**config.mk**
```make
export PLATFORM = sky130hd
export DESIGN_NAME = instruction_sequencer
export DESIGN_NICKNAME = d
export VERILOG_FILES = /design/src/rtl/instruction_sequencer_pkg.sv /design/src/rtl/instruction_sequencer.sv
export SDC_FILE = /design/constraint.sdc
export NUM_CORES = 1
export LEC_CHECK = 0
export ABC_CLOCK_PERIOD_IN_PS = 7500
export BUFFER_PORTS_ARGS = -buffer_cell sky130_fd_sc_hd__buf_2
export CORE_MARGIN = 10
export CORE_UTILIZATION = 25
export DETAILED_ROUTE_END_ITERATION = 8
export GPL_TIMING_DRIVEN = 0
export PLACE_DENSITY = 0.46
export SLEW_MARGIN = 30
export SYNTH_ARGS = -nofsm -noshare
export SYNTH_HDL_FRONTEND = slang
export SYNTH_SLANG_ARGS = --single-unit
```
**constraint.sdc**
```tcl
create_clock -name clk -period 7.5 [get_ports clk]
set_input_delay 1.125 -clock clk [delete_from_list [all_inputs] [get_ports clk]]
set_output_delay 1.125 -clock clk [all_outputs]
set_load 0.02 [all_outputs]
```
**src/rtl/instruction_sequencer_pkg.sv**
```systemverilog
// Shared definitions for the fetch/step controller: FSM state encodings, PC increment
// and the JAL offset helper.
package instruction_sequencer_pkg;

  typedef enum logic [2:0] {
    ST_IDLE   = 3'd0,
    ST_FETCH  = 3'd1,
    ST_WAIT   = 3'd2,
    ST_DECODE = 3'd3,
    ST_EXEC   = 3'd4,
    ST_HALT   = 3'd5
  } state_e;

  localparam logic [31:0] PC_STEP = 32'd4;

  // JAL immediate arrives as offset[20:1]; rebuild the byte offset and sign-extend from bit 19.
  function automatic logic [31:0] jal_offset(input logic [19:0] im20);
    return {{11{im20[19]}}, im20, 1'b0};
  endfunction

endpackage

```
**src/rtl/instruction_sequencer.sv**
```systemverilog
// Fetch/step controller: owns PC and IR, sequences FETCH/WAIT/DECODE/EXEC, 3+MEM_LAT+cnt_set
// cycles per instruction; no backpressure, run is sampled only at instruction boundaries.
module instruction_sequencer
  import instruction_sequencer_pkg::*;
#(
  parameter logic [31:0] PC_RESET = 32'h0000_0000,
  parameter int unsigned MEM_LAT  = 1
) (
  input  logic        clk,
  input  logic        rst,
  input  logic        run,
  output logic [31:0] imem_addr,
  output logic        imem_rd_en,
  input  logic [31:0] imem_rdata,
  output logic [31:0] ir,
  input  logic [1:0]  cnt_set,
  input  logic        stop,
  input  logic        ins_JAL,
  input  logic [31:0] IM,
  output logic [1:0]  step,
  output logic        exec_en,
  output logic [31:0] pc,
  output logic [31:0] pc_link,
  output logic        retire,
  output logic        halted
);

  localparam logic [1:0] WAIT_INIT = 2'(MEM_LAT - 1);

  state_e      state_q, state_d;
  logic [31:0] pc_q, pc_d;
  logic [31:0] ir_q, ir_d;
  logic [1:0]  step_q, step_d;
  logic [1:0]  cnt_q, cnt_d;
  logic [1:0]  wait_q, wait_d;
  logic [31:0] pc_next;
  logic        last_step;

  // Only the 20-bit JAL field of the immediate matters here.
  logic unused_im;
  assign unused_im = ^IM[31:20];

  always_ff @(posedge clk) begin
    if (rst) begin
      state_q <= ST_IDLE;
      pc_q    <= PC_RESET;
      ir_q    <= '0;
      step_q  <= '0;
      cnt_q   <= '0;
      wait_q  <= '0;
    end else begin
      state_q <= state_d;
      pc_q    <= pc_d;
      ir_q    <= ir_d;
      step_q  <= step_d;
      cnt_q   <= cnt_d;
      wait_q  <= wait_d;
    end
  end

  assign last_step = (step_q == cnt_q);
  assign pc_next   = ins_JAL ? (pc_q + jal_offset(IM[19:0])) : (pc_q + PC_STEP);

  always_comb begin
    state_d = state_q;
    pc_d    = pc_q;
    ir_d    = ir_q;
    step_d  = step_q;
    cnt_d   = cnt_q;
    wait_d  = wait_q;
    case (state_q)
      ST_IDLE: begin
        if (run) state_d = ST_FETCH;
      end
      ST_FETCH: begin
        wait_d  = WAIT_INIT;
        state_d = ST_WAIT;
      end
      ST_WAIT: begin
        if (wait_q == 2'd0) begin
          ir_d    = imem_rdata;
          state_d = ST_DECODE;
        end else begin
          wait_d = wait_q - 2'd1;
        end
      end
      ST_DECODE: begin
        if (stop) begin
          state_d = ST_HALT;
        end else begin
          step_d  = '0;
          cnt_d   = cnt_set;
          state_d = ST_EXEC;
        end
      end
      ST_EXEC: begin
        if (last_step) begin
          pc_d    = pc_next;
          step_d  = '0;
          state_d = run ? ST_FETCH : ST_IDLE;
        end else begin
          step_d = step_q + 2'd1;
        end
      end
      ST_HALT: state_d = ST_HALT;
      default: state_d = ST_IDLE;
    endcase
  end

  always_comb begin
    imem_rd_en = (state_q == ST_FETCH);
    exec_en    = (state_q == ST_EXEC);
    retire     = (state_q == ST_EXEC) && last_step;
    halted     = (state_q == ST_HALT);
  end

  assign imem_addr = pc_q;
  assign pc        = pc_q;
  assign pc_link   = pc_q + PC_STEP;
  assign ir        = ir_q;
  assign step      = step_q;

endmodule

```
==> results.toml, run 1 <==
[sta]
setup_viol = 0
maxClockFrequency_ghz = 0.246
hold_viol = 0
tns_ns = 0
fin_skew_ns = 0.00783
drv_slew = 0
min_period_over_period_pct = 54.3
period_needed_ns = 4.07
maxSlewHeadroom_pct = 49.3
tightest_slew_ns = 0.760
grt_setup_unrepaired = "false"

[global_route]
grt_pass1_vias = 6495
grt_overflow = 0
grt_max_degree = 18
grt_usage_pct = 16.0
antenna_found_initial = 2
grt_pass1_wl_um = 38700

[critical_path]
end_kind = "output port"
worst_ep_arrival_time_ns = 2.95
cp_top_family = "simple AND/OR/NAND/NOR gates"
crit_fanout = 11
max_stage_delay_ns = 0.58
crit_type = "reg2out"
path_buf_inv = 1
cp_slowest_cell = "nor3_1"
path_cells = "ha_1 -> nand2_1 -> nor3_1 -> nand2_1 -> nor2_1 -> xor2_1 -> buf_2"
crit_required_ns = 6.38
worst_path_most_repeated_cell = "nand2_1"
cp-start-kind = "flop"

[floorplanning]
die_w_um = 174
row_count = 56
floorplan.die_area_um2 = 30100
core_um2 = 23300
initial_core_util_pct = 25.3
die_h_um = 174
ioPinCount = 205

[placement]
dpl.cell_count = 1327
portBuffers = 188
hpwl_um = 19600
gp_congestion = 0.873

[clock_tree]
cts_root_buf = "clkbuf_16"
clkLatencyLatePin_ns = 0.35
htree_levels = 3
cts_resized = 0
cts_tree = "built"
path_clk_slew_ns = 0.07
cts_setup_buffers = 0
cts_sinks = 72
ctsHoldBuffers = 0
cts_buffers = 9
clock_path_buffers = 2

[status]
status = "completed"

[routing]
drc = 0
first_pass_iters = 4
vias = 6574
antenna_left = 0
drt-initial-drc-count = 439
wl_um = 24800
vias_per_cell = 4.89
wl_per_cell_um = 18.4

[worst_hold_path]
hp-class = "reg2reg"

[final_layout]
regArea_um2 = 1440
layout-drive-gt1-share_pct = 26.7
multiInputGateArea_um2 = 3920
layout.cells.non_filler = 1344
syn_to_final_growth_pct = 28.0
fillers = 2648
nets = 1123

[flow_run]
max_cap_viol_count = 0

[power]
ir_drop_mv = 0.103
leakagePower_nw = 3.42
powerDensity_nw_per_um2 = 161

[logic_synthesis]
synthCells = 818
synth.top_cells.by_area = "dfxtp_1, a21oi_1, nand2_1"
synth_ff_type = "dfxtp_1"
ys_warn_count = 0
synth_cell_type_count = 78
ys_seq_area_share_pct = 24.4
async_reset_ff_share_pct = 0
synth_top_area_share_pct = 24.4
syn_area_um2 = 5900
netlist.top_cell.by_area = "dfxtp_1"
avgSynthCellArea_um2 = 7.21
synth-seq-cells = 72
synth_edf_count = 0
path summary, 6_finish.rpt:
check                            start  cells after the start  slack (ns)                    endpoint
max          imem_addr[2]$_SDFFE_PP0P_                      7        3.43                 pc_link[20]
min                ir[13]$_SDFFE_PP0P_                      2        0.45         ir[13]$_SDFFE_PP0P_
max reg2reg  imem_addr[2]$_SDFFE_PP0P_                     10        4.53  imem_addr[31]$_SDFFE_PP0P_
min reg2reg        ir[13]$_SDFFE_PP0P_                      2        0.45         ir[13]$_SDFFE_PP0P_
cells in the mapped netlist (12+ instances only):
library cell,instances
nand4_1,16
buf_2,13
nand2_1,130
xor2_1,18
nor2_1,57
a21oi_1,105
ha_1,32
and3_1,17
buf_4,35
xnor2_1,27
inv_1,18
nor3_1,22
o21ai_0,48
dfxtp_1,72
clkbuf_1,32
a31oi_1,12
nand3_1,20
cells in the final DEF (no fill, tap or decap), types with 4 or more instances in the layout:
cell	netlist	routed
ha_1	32	32
o21a_1	8	8
a21oi_1	105	105
o21ai_0	48	48
nor3_1	22	22
nand3_1	20	20
buf_2	13	201
clkbuf_1	32	32
mux2i_1	8	8
inv_1	18	18
a31oi_1	12	12
nand2b_1	5	5
nand4_1	16	16
xor2_1	18	18
a22oi_1	4	4
nor2_1	57	57
dfxtp_1	72	72
nand2_1	130	130
and4_1	7	7
nor3b_1	4	4
o31ai_1	4	4
xnor2_1	27	27
a211oi_1	8	8
buf_4	35	35
a21o_1	6	6
o211ai_1	8	8
or3_1	4	4
and3_1	17	17
clkbuf_16	0	9
flip-flops by register name, summed over array words and instances (netlist names):
register   cells
imem_addr     31
step           2
ir            32
state_q        3
wait_q         2
cnt_q          2
worst min-delay path, cell delays in order (launching register included):
cell and delay (ns):
dfxtp_1 0.31, nand2_1 0.05, a21oi_1 0.05
area by class of cell:
type	instances	share of cell area, %
tap	319	5.28
multi-input combinational	644	51.9
clock inverter	7	1.04
clock buffer	9	2.98
buffer	84	6.24
inverter	20	0.994
antenna	1	0.0331
timing repair buffer	188	12.5
sequential	72	19.1
where the power goes:
group	switching, W	internal (W)
registers	0.0000231	0.000412
clock network	0.000192	0.000261
logic	0.000216	0.000110
metrics by stage:
step	area, µm²	hold WS, ns	power, W	setup WS, ns	util [%]
floorplan	5910	0.477	0.000653	4.21	-
global placement	7250	0.440	0.000771	3.70	31.1
detailed placement	7250	0.446	0.000771	3.79	31.1
CTS	7550	0.454	0.00123	3.41	32.4
global route	7550	0.468	0.00128	3.18	32.4
finish	7550	0.453	0.00121	3.43	32.4
routing by layer:
metal	part of all wire (%)	routed length, µm	GRT usage [%]	vias up
met5	0.052	13	0	-
met4	1.4	344	3.95	2
met3	7.8	1940	5.14	24
met1	45	11300	20.4	3013
li1	-	-	-	3313
met2	45	11200	25.7	222
kinds of logic after synthesis:
family                     after synthesis  synth area share [%]
and+or+nand+nor                        312                  25.8
other                                    1                0.0636
muxes                                    9                  1.55
xor gates and xnor gates                45                  6.68
AOI/OAI and AO/OA                      242                  25.1
DFF                                     72                  24.4
buffers and inverters                  104                  9.27
adders and majority gates               33                  7.12
Power figures use the tool's default switching activity.
==> run 2: changes to the inputs <==
--- a/config.mk
+++ b/config.mk
@@ -5,13 +5,13 @@
 export SDC_FILE = /design/constraint.sdc
 export NUM_CORES = 1
 export LEC_CHECK = 0
-export ABC_CLOCK_PERIOD_IN_PS = 7500
+export ABC_CLOCK_PERIOD_IN_PS = 3730
 export BUFFER_PORTS_ARGS = -buffer_cell sky130_fd_sc_hd__buf_2
 export CORE_MARGIN = 10
 export CORE_UTILIZATION = 25
 export DETAILED_ROUTE_END_ITERATION = 8
 export GPL_TIMING_DRIVEN = 0
-export PLACE_DENSITY = 0.46
+export PLACE_DENSITY = 0.47
 export SLEW_MARGIN = 30
 export SYNTH_ARGS = -nofsm -noshare
 export SYNTH_HDL_FRONTEND = slang
==> constraint.sdc (replaced) <==
create_clock -name clk -period 3.73 [get_ports clk]
set_input_delay 0.5595 -clock clk [delete_from_list [all_inputs] [get_ports clk]]
set_output_delay 0.5595 -clock clk [all_outputs]
set_load 0.02 [all_outputs]
==> results.toml, run 2 (synthesis gave the netlist of run 1 again) <==
[floorplanning]
die_h_um = 174
die_w_um = 174
core_um2 = 23300
ioPinCount = 205
floorplan.die_area_um2 = 30100
initial_core_util_pct = 25.3
row_count = 56

[flow_run]
max_cap_viol_count = 0

[sta]
tightest_slew_ns = 0.784
setup_viol = 0
tns_ns = 0
fin_skew_ns = 0.00962
period_needed_ns = 3.47
grt_setup_unrepaired = "false"
drv_slew = 0
hold_ws_ns = 0.439
maxClockFrequency_ghz = 0.288
min_period_over_period_pct = 93.0
hold_viol = 0
maxSlewHeadroom_pct = 47.2

[final_layout]
final_cell_mix = "buf_2, nand2_1, a21oi_1"
syn_to_final_growth_pct = 28.4
nets = 1123
regArea_um2 = 1440
num_antenna_cells = 0
fillers = 2564
largest_reg_flops = 32
layout_commonest_cell = "buf_2"
multiInputGateArea_um2 = 3930
stdcell_area_um2 = 7570
layout-drive-gt1-share_pct = 26.7

[routing]
vias = 6637
wl_um = 25000
vias_per_cell = 4.94
wl_per_cell_um = 18.6
antenna_left = 0
drt-initial-drc-count = 335
first_pass_iters = 5
drc = 0

[worst_hold_path]
hp-class = "in2reg"

[global_route]
grt_usage_pct = 16.0
grt_pass1_wl_um = 38400
grt_overflow = 0
grt_max_degree = 18
grt_pass1_vias = 6524
antenna_found_initial = 3

[power]
powerDensity_nw_per_um2 = 331
leakagePower_nw = 3.41
ir_drop_mv = 0.210

[clock_tree]
cts_resized = 0
cts_root_buf = "clkbuf_16"
path_clk_slew_ns = 0.06
clock_path_buffers = 2
cts_buffers = 9
htree_levels = 3
ctsHoldBuffers = 0
cts_tree = "built"
cts_sinks = 72
cts_setup_buffers = 0
clkLatencyLatePin_ns = 0.35

[placement]
portBuffers = 188
hpwl_um = 19600
post_dp_cell_area_um2 = 7250
gp_congestion = 0.847

[critical_path]
crit_type = "reg2out"
worst_ep_arrival_time_ns = 2.91
crit_fanout = 11
end_kind = "output port"
crit_required_ns = 3.17
cp-start-kind = "flop"

[status]
status = "completed"
-- run 2: cell types whose count changed in the layout (fill, tap and decap cells not counted) --
cell,before,now
bufinv_16,1,2
clkbuf_1,32,33
clkinv_2,1,0
clkinv_4,3,1
clkinvlp_4,0,2
diode_2,1,0
inv_6,2,1
nor3_1,22,21
nor3_2,1,2
-- run 2: stage by stage --
step	setup WS [ns]	cells	util [%]	power (W)
floorplan	0.846	820	-	0.00131
global placement	0.475	1327	31.1	0.00155
detailed placement	0.525	1327	31.1	0.00155
CTS	0.140	1343	32.4	0.00254
global route	0.101	1343	32.5	0.00265
finish	0.262	1343	32.5	0.00251
-- run 2: worst paths after layout --
kind                             startpoint                         end  slack, ns  cells after the start
hold reg to reg         ir[16]$_SDFFE_PP0P_         ir[16]$_SDFFE_PP0P_       0.45                      2
setup / recovery  imem_addr[2]$_SDFFE_PP0P_                 pc_link[22]       0.26                      7
hold / removal               imem_rdata[25]         ir[25]$_SDFFE_PP0P_       0.44                      3
setup reg to reg  imem_addr[2]$_SDFFE_PP0P_  imem_addr[31]$_SDFFE_PP0P_       0.74                     10
-- run 2: power by group --
part           switching, W  internal, W  leakage (nW)
logic              0.000434     0.000220          2.68
clock network      0.000389     0.000590         0.149
registers         0.0000468     0.000828         0.583
-- run 2: layer usage --
layer | share of wire, % | track usage, % | up-vias
met5 | 0.15 | 0 | -
met4 | 2.1 | 4.88 | 6
met3 | 9.4 | 6.19 | 38
met2 | 44 | 25.2 | 262
met1 | 44 | 19.8 | 3031
li1 | - | - | 3300
-- run 2: worst max-delay path, stage by stage, from the launching register on --
cell and delay (ns):
dfxtp_1 0.53, ha_1 0.40, nand2_1 0.15, nor2_1 0.38, nand2_1 0.10, nor4_1 0.61, xor2_1 0.19, buf_2 0.19
-- run 2: cell type report --
type | count | share of cell area (%)
tap | 319 | 5.27
multi-input combinational | 644 | 51.8
sequential | 72 | 19.0
clock inverter | 6 | 1.22
inverter | 20 | 0.991
clock buffer | 10 | 3.02
buffer | 84 | 6.23
timing repair buffer | 188 | 12.4
==> run 3: changes to the inputs <==
--- a/config.mk
+++ b/config.mk
@@ -12,6 +12,7 @@
 export DETAILED_ROUTE_END_ITERATION = 8
 export GPL_TIMING_DRIVEN = 0
 export PLACE_DENSITY = 0.47
+export REMOVE_ABC_BUFFERS = 1
 export SLEW_MARGIN = 30
 export SYNTH_ARGS = -nofsm -noshare
 export SYNTH_HDL_FRONTEND = slang
==> results.toml, run 3 (synthesis gave the netlist of run 1 again) <==
[sta]
setup_viol = 0
min_period_over_period_pct = 94.2
drv_slew = 0
tns_ns = 0
grt_setup_unrepaired = "false"
fin_skew_ns = 0.00690
tightest_slew_ns = 0.886
period_needed_ns = 3.51
maxSlewHeadroom_pct = 40.9
hold_viol = 0
maxClockFrequency_ghz = 0.285

[critical_path]
path_cells = "ha_1 -> nand2_1 -> nor2_1 -> nand2_1 -> nor4_1 -> xor2_1 -> buf_2"
r2r_slack_ns = 0.65
crit_type = "reg2out"
crit_path_start = "imem_addr[2]$_SDFFE_PP0P_"
crit_fanout = 11
end_kind = "output port"
rr_worst_depth = 6
max_stage_delay_ns = 0.58
cp_slowest_cell = "dfxtp_1"
rr_endpoint = "imem_addr[29]$_SDFFE_PP0P_"
crit_required_ns = 3.17
worst_path_most_repeated_cell = "nand2_1"
cp-start-kind = "flop"
worst_ep_arrival_time_ns = 2.95
r2r-start = "state_q[2]$_SDFFE_PP0P_"

[clock_tree]
path_clk_slew_ns = 0.07
cts_setup_buffers = 0
cts_buffers = 9
clock_path_buffers = 2
cts_tree = "built"
htree_levels = 3
cts_sinks = 72
cts_root_buf = "clkbuf_16"
clkLatencyLatePin_ns = 0.36

[routing]
wl_um = 22700
antenna_left = 0
wl_per_cell_um = 17.9
vias_per_cell = 5.03
vias = 6373
drt-initial-drc-count = 542
first_pass_iters = 5
drc = 0

[final_layout]
final_cell_mix = "buf_2, nand2_1, a21oi_1"
layout.cells.non_filler = 1266
syn_to_final_growth_pct = 21.4
fillers = 2641
nets = 1046
layout-drive-gt1-share_pct = 24.7
num_antenna_cells = 0
layout_commonest_cell = "buf_2"
fin_util_pct = 30.7
largest_reg_flops = 32

[global_route]
grt_pass1_wl_um = 35500
grt_overflow = 0
grt_max_degree = 55
grt_usage_pct = 14.6
grt_pass1_vias = 6152
antenna_found_initial = 0

[floorplanning]
die_h_um = 174
floorplan.die_area_um2 = 30100
core_um2 = 23300
die_w_um = 174
ioPinCount = 205
initial_core_util_pct = 25.3
row_count = 56

[worst_hold_path]
worstHoldPathCells = 3
hp-class = "in2reg"
min-delay-start = "imem_rdata[31]"
whs_endpoint = "ir[31]$_SDFFE_PP0P_"

[placement]
hpwl_um = 17000
portBuffers = 189
gp_congestion = 0.860
dpl.cell_count = 1250

[power]
ir_drop_mv = 0.256
powerDensity_nw_per_um2 = 336
leakagePower_nw = 3.14

[flow_run]
max_cap_viol_count = 0

[status]
status = "completed"
run 3: changes by cell type in the layout (fill, tap and decap cells not counted), sizes merged:
cell,change
bufinv,-2
inv,+3
clkbuf,-34
buf,-44
run 3: worst max path at each step:
stage,slack (ns),to
2_1_floorplan,0.75,imem_addr[31]$_SDFFE_PP0P_
4_1_cts,0.18,retire
3_3_place_gp,-0.39,ir[14]$_SDFFE_PP0P_
5_1_grt,0.02,pc_link[22]
6_report,0.22,pc_link[22]
3_5_place_dp,0.05,imem_addr[25]$_SDFFE_PP0P_
run 3: power breakdown:
group | internal (W) | switching, W
logic | 0.000220 | 0.000398
clock network | 0.000466 | 0.000430
registers | 0.000828 | 0.0000638
run 3: what timing repair did:
item | CTS | global route
endpoints found under the setup margin | 1 | 1
hold buffers | 0 | 0
gates resized for setup | 1 | 1
run 3: area by class of cell:
type / count / area [µm²] / area share [%]
Multi-Input combinational cell: 644 / 3940 / 55.0
Sequential cell: 72 / 1440 / 20.1
Timing Repair Buffer: 195 / 1020 / 14.3
Tap cell: 319 / 399 / 5.57
Clock buffer: 9 / 225 / 3.14
Inverter: 20 / 76.3 / 1.07
Clock inverter: 7 / 61.3 / 0.856
run 3: metrics by stage:
stage	hold WS, ns	cell area (µm²)	setup WS [ns]	power, W
2_1_floorplan	0.477	5440	0.754	0.00127
3_3_place_gp	0.440	6780	-0.395	0.00151
3_5_place_dp	0.444	6870	0.0515	0.00153
4_1_cts	0.423	7160	0.177	0.00245
5_1_grt	0.429	7170	0.0236	0.00255
6_report	0.434	7170	0.218	0.00240
run 3: routing by layer:
layer	part of all wire (%)	track usage, %	vias up
li1	-	-	3158
met4	1.6	4.60	0
met1	45	18.2	3024
met5	0	0	-
met2	49	25.1	172
met3	4.4	2.33	19
run 3: worst max-delay path: cells and delay by family, from the launching register on:
kind | cells | cell delay (ns)
xor+xnor | 1 | 0.29
fa+ha+maj | 1 | 0.42
buf+inv | 1 | 0.22
flops | 1 | 0.58
simple gates | 4 | 1.09
